File: src/rtl/hex2seg_decoder.sv
// Registered 4-bit to two-digit decimal 7-segment decoder.
// Shows i_hex (0..15) as "00".."15" with one clock of latency. Segment bit
// order is {g,f,e,d,c,b,a}. Polarity and leading-zero blanking are set by parameters.
module hex2seg_decoder #(
    parameter bit ACTIVE_LOW         = 1'b1,
    parameter bit BLANK_LEADING_ZERO = 1'b0
) (
    input  logic       i_clk,
    input  logic       i_rst,
    input  logic [3:0] i_hex,
    output logic [6:0] o_seg_1,
    output logic [6:0] o_seg_0
);

    // All segments off, for the selected polarity.
    localparam logic [6:0] SEG_BLANK = ACTIVE_LOW ? 7'b1111111 : 7'b0000000;

    // Decimal digit to active-high segment pattern {g,f,e,d,c,b,a}.
    // Out-of-range codes cannot occur and map to all-off.
    function automatic logic [6:0] digit_to_seg(input logic [3:0] digit);
        logic [6:0] pattern;
        case (digit)
            4'd0:    pattern = 7'b0111111;
            4'd1:    pattern = 7'b0000110;
            4'd2:    pattern = 7'b1011011;
            4'd3:    pattern = 7'b1001111;
            4'd4:    pattern = 7'b1100110;
            4'd5:    pattern = 7'b1101101;
            4'd6:    pattern = 7'b1111101;
            4'd7:    pattern = 7'b0000111;
            4'd8:    pattern = 7'b1111111;
            4'd9:    pattern = 7'b1101111;
            default: pattern = 7'b0000000;
        endcase
        return pattern;
    endfunction

    // Convert an active-high pattern to the driven polarity.
    function automatic logic [6:0] apply_polarity(input logic [6:0] pattern);
        logic [6:0] driven;
        if (ACTIVE_LOW) begin
            driven = ~pattern;
        end else begin
            driven = pattern;
        end
        return driven;
    endfunction

    logic       tens_s;
    logic [3:0] ones_s;
    logic [6:0] seg_1_d;
    logic [6:0] seg_0_d;
    logic [6:0] seg_1_q;
    logic [6:0] seg_0_q;

    // Split the value into tens/ones and encode both digits.
    always_comb begin
        tens_s  = 1'b0;
        ones_s  = i_hex;
        seg_1_d = SEG_BLANK;
        seg_0_d = SEG_BLANK;

        if (i_hex >= 4'd10) begin
            tens_s = 1'b1;
            ones_s = i_hex - 4'd10;
        end else begin
            tens_s = 1'b0;
            ones_s = i_hex;
        end

        if (BLANK_LEADING_ZERO && !tens_s) begin
            seg_1_d = SEG_BLANK;
        end else begin
            seg_1_d = apply_polarity(digit_to_seg({3'b000, tens_s}));
        end

        seg_0_d = apply_polarity(digit_to_seg(ones_s));
    end

    // Output registers. Reset blanks both digits on the same edge and overrides i_hex.
    always_ff @(posedge i_clk) begin
        if (i_rst) begin
            seg_1_q <= SEG_BLANK;
            seg_0_q <= SEG_BLANK;
        end else begin
            seg_1_q <= seg_1_d;
            seg_0_q <= seg_0_d;
        end
    end

    assign o_seg_1 = seg_1_q;
    assign o_seg_0 = seg_0_q;

endmodule

File: config.mk
export PLATFORM = sky130hd
export DESIGN_NAME = hex2seg_decoder
export DESIGN_NICKNAME = d
export VERILOG_FILES = /design/src/rtl/hex2seg_decoder.sv
export SDC_FILE = /design/constraint.sdc
export NUM_CORES = 1
export LEC_CHECK = 0
export ABC_AREA = 1
export CAP_MARGIN = 20
export CORE_MARGIN = 1
export CORE_UTILIZATION = 25
export DETAILED_ROUTE_END_ITERATION = 10
export MAX_ROUTING_LAYER = met4
export SYNTH_ARGS = -nofsm -noshare
export SYNTH_HDL_FRONTEND = slang
export SYNTH_SLANG_ARGS = --single-unit
File: constraint.sdc
create_clock -name i_clk -period 1.9 [get_ports i_clk]
set_input_delay 0.19 -clock i_clk [delete_from_list [all_inputs] [get_ports i_clk]]
set_output_delay 0.19 -clock i_clk [all_outputs]
set_load 0.005 [all_outputs]
=== After elaboration in Yosys (flattened, before gate mapping) ===
Memories as Yosys holds them, arrays and structs flattened.
Cells that the tools add are included.

* Add/subtract/negate cells: 1
* $mul: 0
* Div/mod/pow operators: 0
* Magnitude comparators: 1
* Equal/unequal tests: 0
* Shift-type cells: 0
* Muxes and demuxes: 3
* Bitwise logic cells: 3
* Reductions and logical operators: 0

{| class="wikitable"
|+ Operator list
! cell !! number
|-
| NOT 7 bit || 2
|-
| one-hot mux 7 bit (2 select lines) || 1
|-
| greater-or-equal comparator 4 bit, second input constant || 1
|-
| 2-to-1 mux 4 bit || 1
|-
| subtractor 4 bit, second input constant || 1
|-
| 2-to-1 mux 1 bit || 1
|-
| NOT 1 bit || 1
|}

* Flip-flop bits (word level): 14
* Bits in latches: 0
* Memory bits (writable): 0
* Bits in read-only memories: 112
* Bits of input ports: 6
* Logic and storage cells: 11
* Memories kept: 1

{| class="wikitable"
|+ Memory list
! name !! words !! width !! read ports !! clocked after Yosys merged registers in !! wr ports !! line !! source
|-
| (name not given) || 16 || 7 || 1 || 0 || 0 || 22 || <nowiki>case (digit)</nowiki>
|}

=== Logic depth before layout (Yosys ltp) ===
Gate-level depths: netlist of run 1.

* Depth in word-level cells: 5
* Mapped depth: 9

=== Worst setup path before layout of run 1 ===
OpenSTA, ideal clock, no wires.

* Path kind: input port to flip-flop
* From: input port i_hex[3]
* To: register seg_0_q[6], in the netlist o_seg_0[6]
* Arrival time: 1,049 ps
* Required time: 1,779 ps
* Path slack: 730 ps
* Stages on the path: 9
* Path buffers: 0
* Cells stage by stage: a21o_1 nand2_4 inv_1 ha_1 nand3b_1 nand2_1 clkinv_1 o21ai_0 nand2_1

* Word-level cells in the longest chain between the ends: 4
* Elaborated cells on any way between the ends: 5
* Classes of those cells: add/sub (1); order compare (1); mux (1); bitwise (1); memory (1)

{| class="wikitable"
|+ Ends and longest elaborated chain
! item !! line !! source
|-
| start, declared || 10 || <nowiki>input logic [3:0] i_hex,</nowiki>
|-
| subtractor 4 bit or greater-or-equal comparator 4 bit (tied branches) || 65, 63 ||
|-
| 2-to-1 mux 4 bit * || 63 || <nowiki>if (i_hex >= 4'd10) begin</nowiki>
|-
| memory read (16 x 7 bit) * || n/a ||
|-
| NOT 7 bit * || 42 || <nowiki>driven = ~pattern;</nowiki>
|-
| end signal, assigned || 87 || <nowiki>seg_0_q <= seg_0_d;</nowiki>
|-
| end, declared || 54 || <nowiki>logic [6:0] seg_0_q;</nowiki>
|}

Mark *: on every way between the ends. The rest lies on a longest branch, timed or not.
A chain may end at the register's enable or synchronous reset.

=== Final worst setup path of run 1 ===
Ends and elaborated chain as after synthesis.

==> results.py, run 1 <==
metrics = {
    "finish": {
        "drive_above_1_share_pct": 19.5,
        "syn_to_final_growth_pct": 41.3,
        "multi_input_area_um2": 251,
        "nets": 93,
        "antenna_cells": 0,
        "final_util_pct": 39.4,
        "seq_area_um2": 180,
        "instances_no_fill": 107,
        "n_fill_cell": 207,
        "fin_area_um2": 711,
    },
    "synthesis": {
        "synth_ff_type": "dfxtp_1",
        "syn_avg_cell_area_um2": 7.86,
        "synth_seq_cells": 9,
        "synth_edf_count": 0,
        "ys_warn_count": 0,
        "synthesis.nets": 74,
        "synth_area_leaders": "dfxtp_1 (36%), nand2_1 (15%), ha_1 (10%), buf_4 (7.5%), nand2_4 (6.7%)",
        "synth.distinct_cells": 16,
        "syn_area_um2": 503,
        "yosysMostFrequentCell": "nand2_1",
        "async_flop_share_pct": 0,
        "synthCells": 64,
        "synth_top_area_share_pct": 35.8,
        "synth_top_area_cell": "dfxtp_1",
        "seq_area_frac_synth_pct": 35.8,
        "yosys-top-cells-count": "nand2_1 (20), dfxtp_1 (9), buf_4 (5), inv_1 (5), nand2_2 (5)",
    },
    "power_and_ir_drop": {
        "p_per_area_nw_per_um2": 676,
        "power_uw": 480,
        "ir_drop_v": 0.000209,
        "p_leak_nw": 0.353,
    },
    "floorplanning": {
        "num_rows": 15,
        "fp.dieW_um": 46.9,
        "pin_count": 20,
        "die_h_um": 46.9,
        "coreArea_um2": 1800,
        "initial_utilization_pct": 27.9,
        "dieArea_um2": 2200,
    },
    "setup_path": {
        "cpLargestDelayFamily": "buffers and inverters",
        "cp_slowest_stage_delay_ns": 0.51,
        "crit_cells": 10,
        "crit_chain": "clkdlybuf4s50_1 > a21o_1 > nand2_4 > inv_1 > ha_1 > nand3b_1 > nand2_1 > clkinv_1 > o21ai_0 > nand2_1",
        "crit_fanout": 5,
        "cp-end-kind": "flip-flop",
        "startpoint_type": "input pin",
        "cp.required_ns": 2.04,
        "cp.buffers_inverters": 3,
        "crit_top_cell": "nand2_1",
        "cp_slowest_cell": "clkdlybuf4s50_1",
        "critPathKind": "in2reg",
        "worstPathArrival_ns": 1.61,
    },
    "cts": {
        "cts_sinks": 9,
        "postCtsSetupRepairBufs": 0,
        "clk_pin_slew_ns": 0.05,
        "hold_buffers": 0,
        "cts_root_buffer": "clkbuf_4",
        "post_cts_resized": 0,
        "cts_buffer_depth": 2,
        "numCtsBuffers": 3,
        "cts_max_level": 1,
        "cts_tree": "done",
    },
    "hold_path": {
        "hp-class": "in2reg",
        "min_path_cells": 1,
    },
    "sta": {
        "slew_violations": 0,
        "whs_ns": 0.513,
        "min_period_ns": 1.48,
        "timing.final.hold_violations": 0,
        "fin_crit_sh_pct": 77.8,
        "tns_ns": 0,
        "setup_viol": 0,
        "setup_ws_ns": 0.422,
        "rsz0062_at_grt": "false",
        "fmaxAchievable_ghz": 0.677,
    },
    "route": {
        "wl_per_cell_um": 6.96,
        "postRouteAntennaNets": 0,
        "drt-initial-drc-count": 3,
        "totalWireLength_um": 745,
        "route.vias.total": 402,
        "drt_pass1_iterations": 4,
        "vias_per_cell": 3.76,
        "drc": 0,
    },
    "global_routing": {
        "overflow": 0,
        "grt_first_pass_wirelength_mm": 1.11,
        "grt_antenna_before_repair": 0,
        "grt_max_degree": 7,
        "grt_pass1_vias": 300,
        "grt_use_total_pct": 7.81,
    },
    "run": {
        "cap_violations": 0,
    },
    "placed_design": {
        "hpwl_um": 625,
        "place.gp.congestion": 0.707,
        "place_area_um2": 684,
        "dpl.cell_count": 103,
        "port_buffers": 18,
        "dp_slack_ns": 0.159,
    },
    "status": {
        "outcome": "finished clean",
    },
}
==> cell usage in the layout (no fill, tap or decap), types with 3 or more instances in the layout <==
| cell type | Yosys | final |
|---|---|---|
| clkbuf_4 | 0 | 3 |
| clkdlybuf4s50_1 | 0 | 18 |
| dfxtp_1 | 9 | 9 |
| ha_1 | 4 | 4 |
| inv_1 | 5 | 5 |
| inv_2 | 3 | 3 |
| nand2_1 | 20 | 20 |
| nand2_2 | 5 | 5 |
| nand2_4 | 3 | 3 |
| nand3_1 | 3 | 3 |
==> per-layer routing <==
metal / up-vias / wire [um] / global-route usage, %
met5: - / 0 / -
met4: 0 / 8 / 10.3
met3: 2 / 39 / 1.15
met2: 16 / 378 / 13.1
met1: 163 / 319 / 6.45
li1: 221 / - / -
==> kinds of logic after synthesis <==
group / synth area share (%)
adder cells (fa/ha/maj): 9.95
flip-flops: 35.8
buffers and inverters: 14.2
other: 0.746
AND/OR/NAND/NOR: 33.6
AO/OA/AOI/OAI: 5.72
==> sequential cells by signal, summed over array words and instances (netlist names) <==
name     flops
o_seg_0      7
o_seg_1      2
==> worst paths after layout <==
kind	startpoint	end	slack, ns
worst max-delay path	i_hex[3]	o_seg_0[6]	0.42
worst min-delay path	i_rst	o_seg_1[2]	0.51
==> power by group <==
| group | internal (mW) | total [mW] | switching [mW] |
|---|---|---|---|
| Sequential | 0.206 | 0.211 | 0.00464 |
| Clock | 0.0802 | 0.136 | 0.0556 |
| Combinational | 0.0730 | 0.134 | 0.0607 |
| Total | 0.360 | 0.480 | 0.121 |
==> layout make-up <==
cell class,count,share of cell area [%]
multi-input cells,41,35.4
repair buffers,19,26.4
flip-flops and latches,9,25.4
inverters,9,4.75
well taps,25,4.40
clock buffers,4,3.70
No activity file was read; power rests on OpenSTA's default activity.
==> inputs of run 2 (changes only) <==
- clock period: 1.9 -> 1.2 ns (I/O delays scaled with it)
==> run 2 against run 1 <==
  * Sequential power rose by 58%
  * Power rose by 62%
  * Via count rose by 11%
  * Largest power group unchanged
  * Highest routed layer unchanged
==> results.py, run 2 (same netlist as run 1, synthesis figures left out) <==
metrics = {
    "global_routing": {
        "grt_max_degree": 7,
        "grt_antenna_before_repair": 0,
        "overflow": 0,
        "grt_first_pass_wirelength_mm": 1.30,
        "grt_use_total_pct": 9.28,
        "grt_pass1_vias": 353,
    },
    "cts": {
        "postCtsSetupRepairBufs": 0,
        "cts_root_buffer": "clkbuf_4",
        "cts_buffer_depth": 2,
        "cts_max_level": 1,
        "cts_tree": "done",
        "numCtsBuffers": 3,
        "cts_sinks": 9,
        "clk_pin_slew_ns": 0.05,
    },
    "power_and_ir_drop": {
        "ir_drop_v": 0.000354,
        "power_uw": 779,
        "p_per_area_nw_per_um2": 1010,
        "p_leak_nw": 0.420,
    },
    "placed_design": {
        "port_buffers": 18,
        "hpwl_um": 703,
        "place.gp.congestion": 0.740,
        "dpl.cell_count": 111,
        "place_area_um2": 744,
        "dp_slack_ns": -0.426,
    },
    "sta": {
        "timing.final.hold_violations": 0,
        "setup_ws_ns": 0.0371,
        "fin_crit_sh_pct": 96.9,
        "fmaxAchievable_ghz": 0.860,
        "whs_ns": 0.311,
        "min_period_ns": 1.16,
        "setup_viol": 0,
        "rsz0062_at_grt": "false",
        "slew_violations": 0,
    },
    "hold_path": {
        "min_from": "i_hex[0]",
        "hp-class": "in2reg",
        "hold_path_end": "o_seg_0[3]",
        "min_path_cells": 5,
    },
    "setup_path": {
        "cp_slowest_cell": "clkdlybuf4s50_1",
        "cp.buffers_inverters": 1,
        "crit_fanout": 1,
        "cp-end-kind": "output port",
        "startpoint_type": "flip-flop",
        "cp.required_ns": 1.08,
        "critPathKind": "reg2out",
        "cpLargestDelayFamily": "buffers and inverters",
        "worstPathArrival_ns": 1.04,
        "cp_slowest_stage_delay_ns": 0.49,
        "crit_chain": "clkdlybuf4s50_1",
    },
    "route": {
        "maxUsedRoutingLayer": "met4",
        "dr_wl_met3_um": 66,
        "wl_met2_um": 394,
        "drt-initial-drc-count": 2,
        "drc": 0,
        "totalWireLength_um": 869,
        "postRouteAntennaNets": 0,
        "route.vias.total": 448,
        "drt_pass1_iterations": 2,
        "vias_per_cell": 3.90,
        "wl_per_cell_um": 7.56,
        "wl_met1_um": 374,
    },
    "finish": {
        "fin_area_um2": 772,
        "instances_no_fill": 115,
        "mostFrequentLayoutCells": "nand2_1 (20), dlygate4sd2_1 (9), buf_4 (9), dfxtp_1 (8), clkdlybuf4s50_1 (6)",
        "nets": 101,
        "antenna_cells": 0,
        "largest_reg_flops": 7,
        "drive_above_1_share_pct": 30.0,
        "n_fill_cell": 195,
        "layout_commonest_cell": "nand2_1",
        "syn_to_final_growth_pct": 53.5,
    },
    "status": {
        "outcome": "finished clean",
    },
    "floorplanning": {
        "num_rows": 15,
        "initial_utilization_pct": 27.9,
        "dieArea_um2": 2200,
        "die_h_um": 46.9,
        "coreArea_um2": 1800,
        "pin_count": 20,
        "fp.dieW_um": 46.9,
    },
    "run": {
        "cap_violations": 0,
    },
}
run 2: how the worst max path moves through the flow:
stage / end / from / cells after the start
floorplan: o_seg_0[6] / i_hex[3] / 9
global placement: o_seg_0[6] / i_hex[3] / 10
detailed placement: o_seg_0[6] / i_hex[1] / 10
CTS: o_seg_0[1] / o_seg_0[1] / 1
global route: o_seg_0[3] / o_seg_0[3] / 1
finish: o_seg_0[2] / o_seg_0[2] / 1
run 2: power by group:
part           internal [mW]  total, mW  switching [mW]
Combinational          0.120      0.225           0.106
Clock                  0.127      0.220          0.0927
Sequential             0.327      0.334         0.00648
Total                  0.574      0.779           0.205
run 2: what timing repair did:
item                                    CTS  global route
pin swaps                                 1             0
gates resized for setup                  10             6
endpoints found under the setup margin   13             7
hold buffers                              0             0
run 2: routing by layer:
metal  GRT usage [%]  up-vias
met5               -        -
met4            12.0        0
met3            1.54        4
met2            14.7       18
met1            8.29      190
li1                -      236
run 2: area by class of cell:
| class | count | area (um2) | area share (%) |
|---|---|---|---|
| multi-input cells | 41 | 255 | 33.1 |
| repair buffers | 27 | 244 | 31.6 |
| inverters | 9 | 33.8 | 4.38 |
| flip-flops and latches | 9 | 181 | 23.5 |
| well taps | 25 | 31.3 | 4.05 |
| clock buffers | 4 | 26.3 | 3.40 |
run 2: metrics by stage:
| step | util [%] | setup TNS, ns |
|---|---|---|
| 3_5_place_dp | 41.3 | -2.78 |
| 2_1_floorplan | - | 0 |
| 3_3_place_gp | 41.3 | -2.63 |
| 5_1_grt | 42.8 | 0 |
| 6_report | 42.8 | 0 |
| 4_1_cts | 42.2 | 0 |
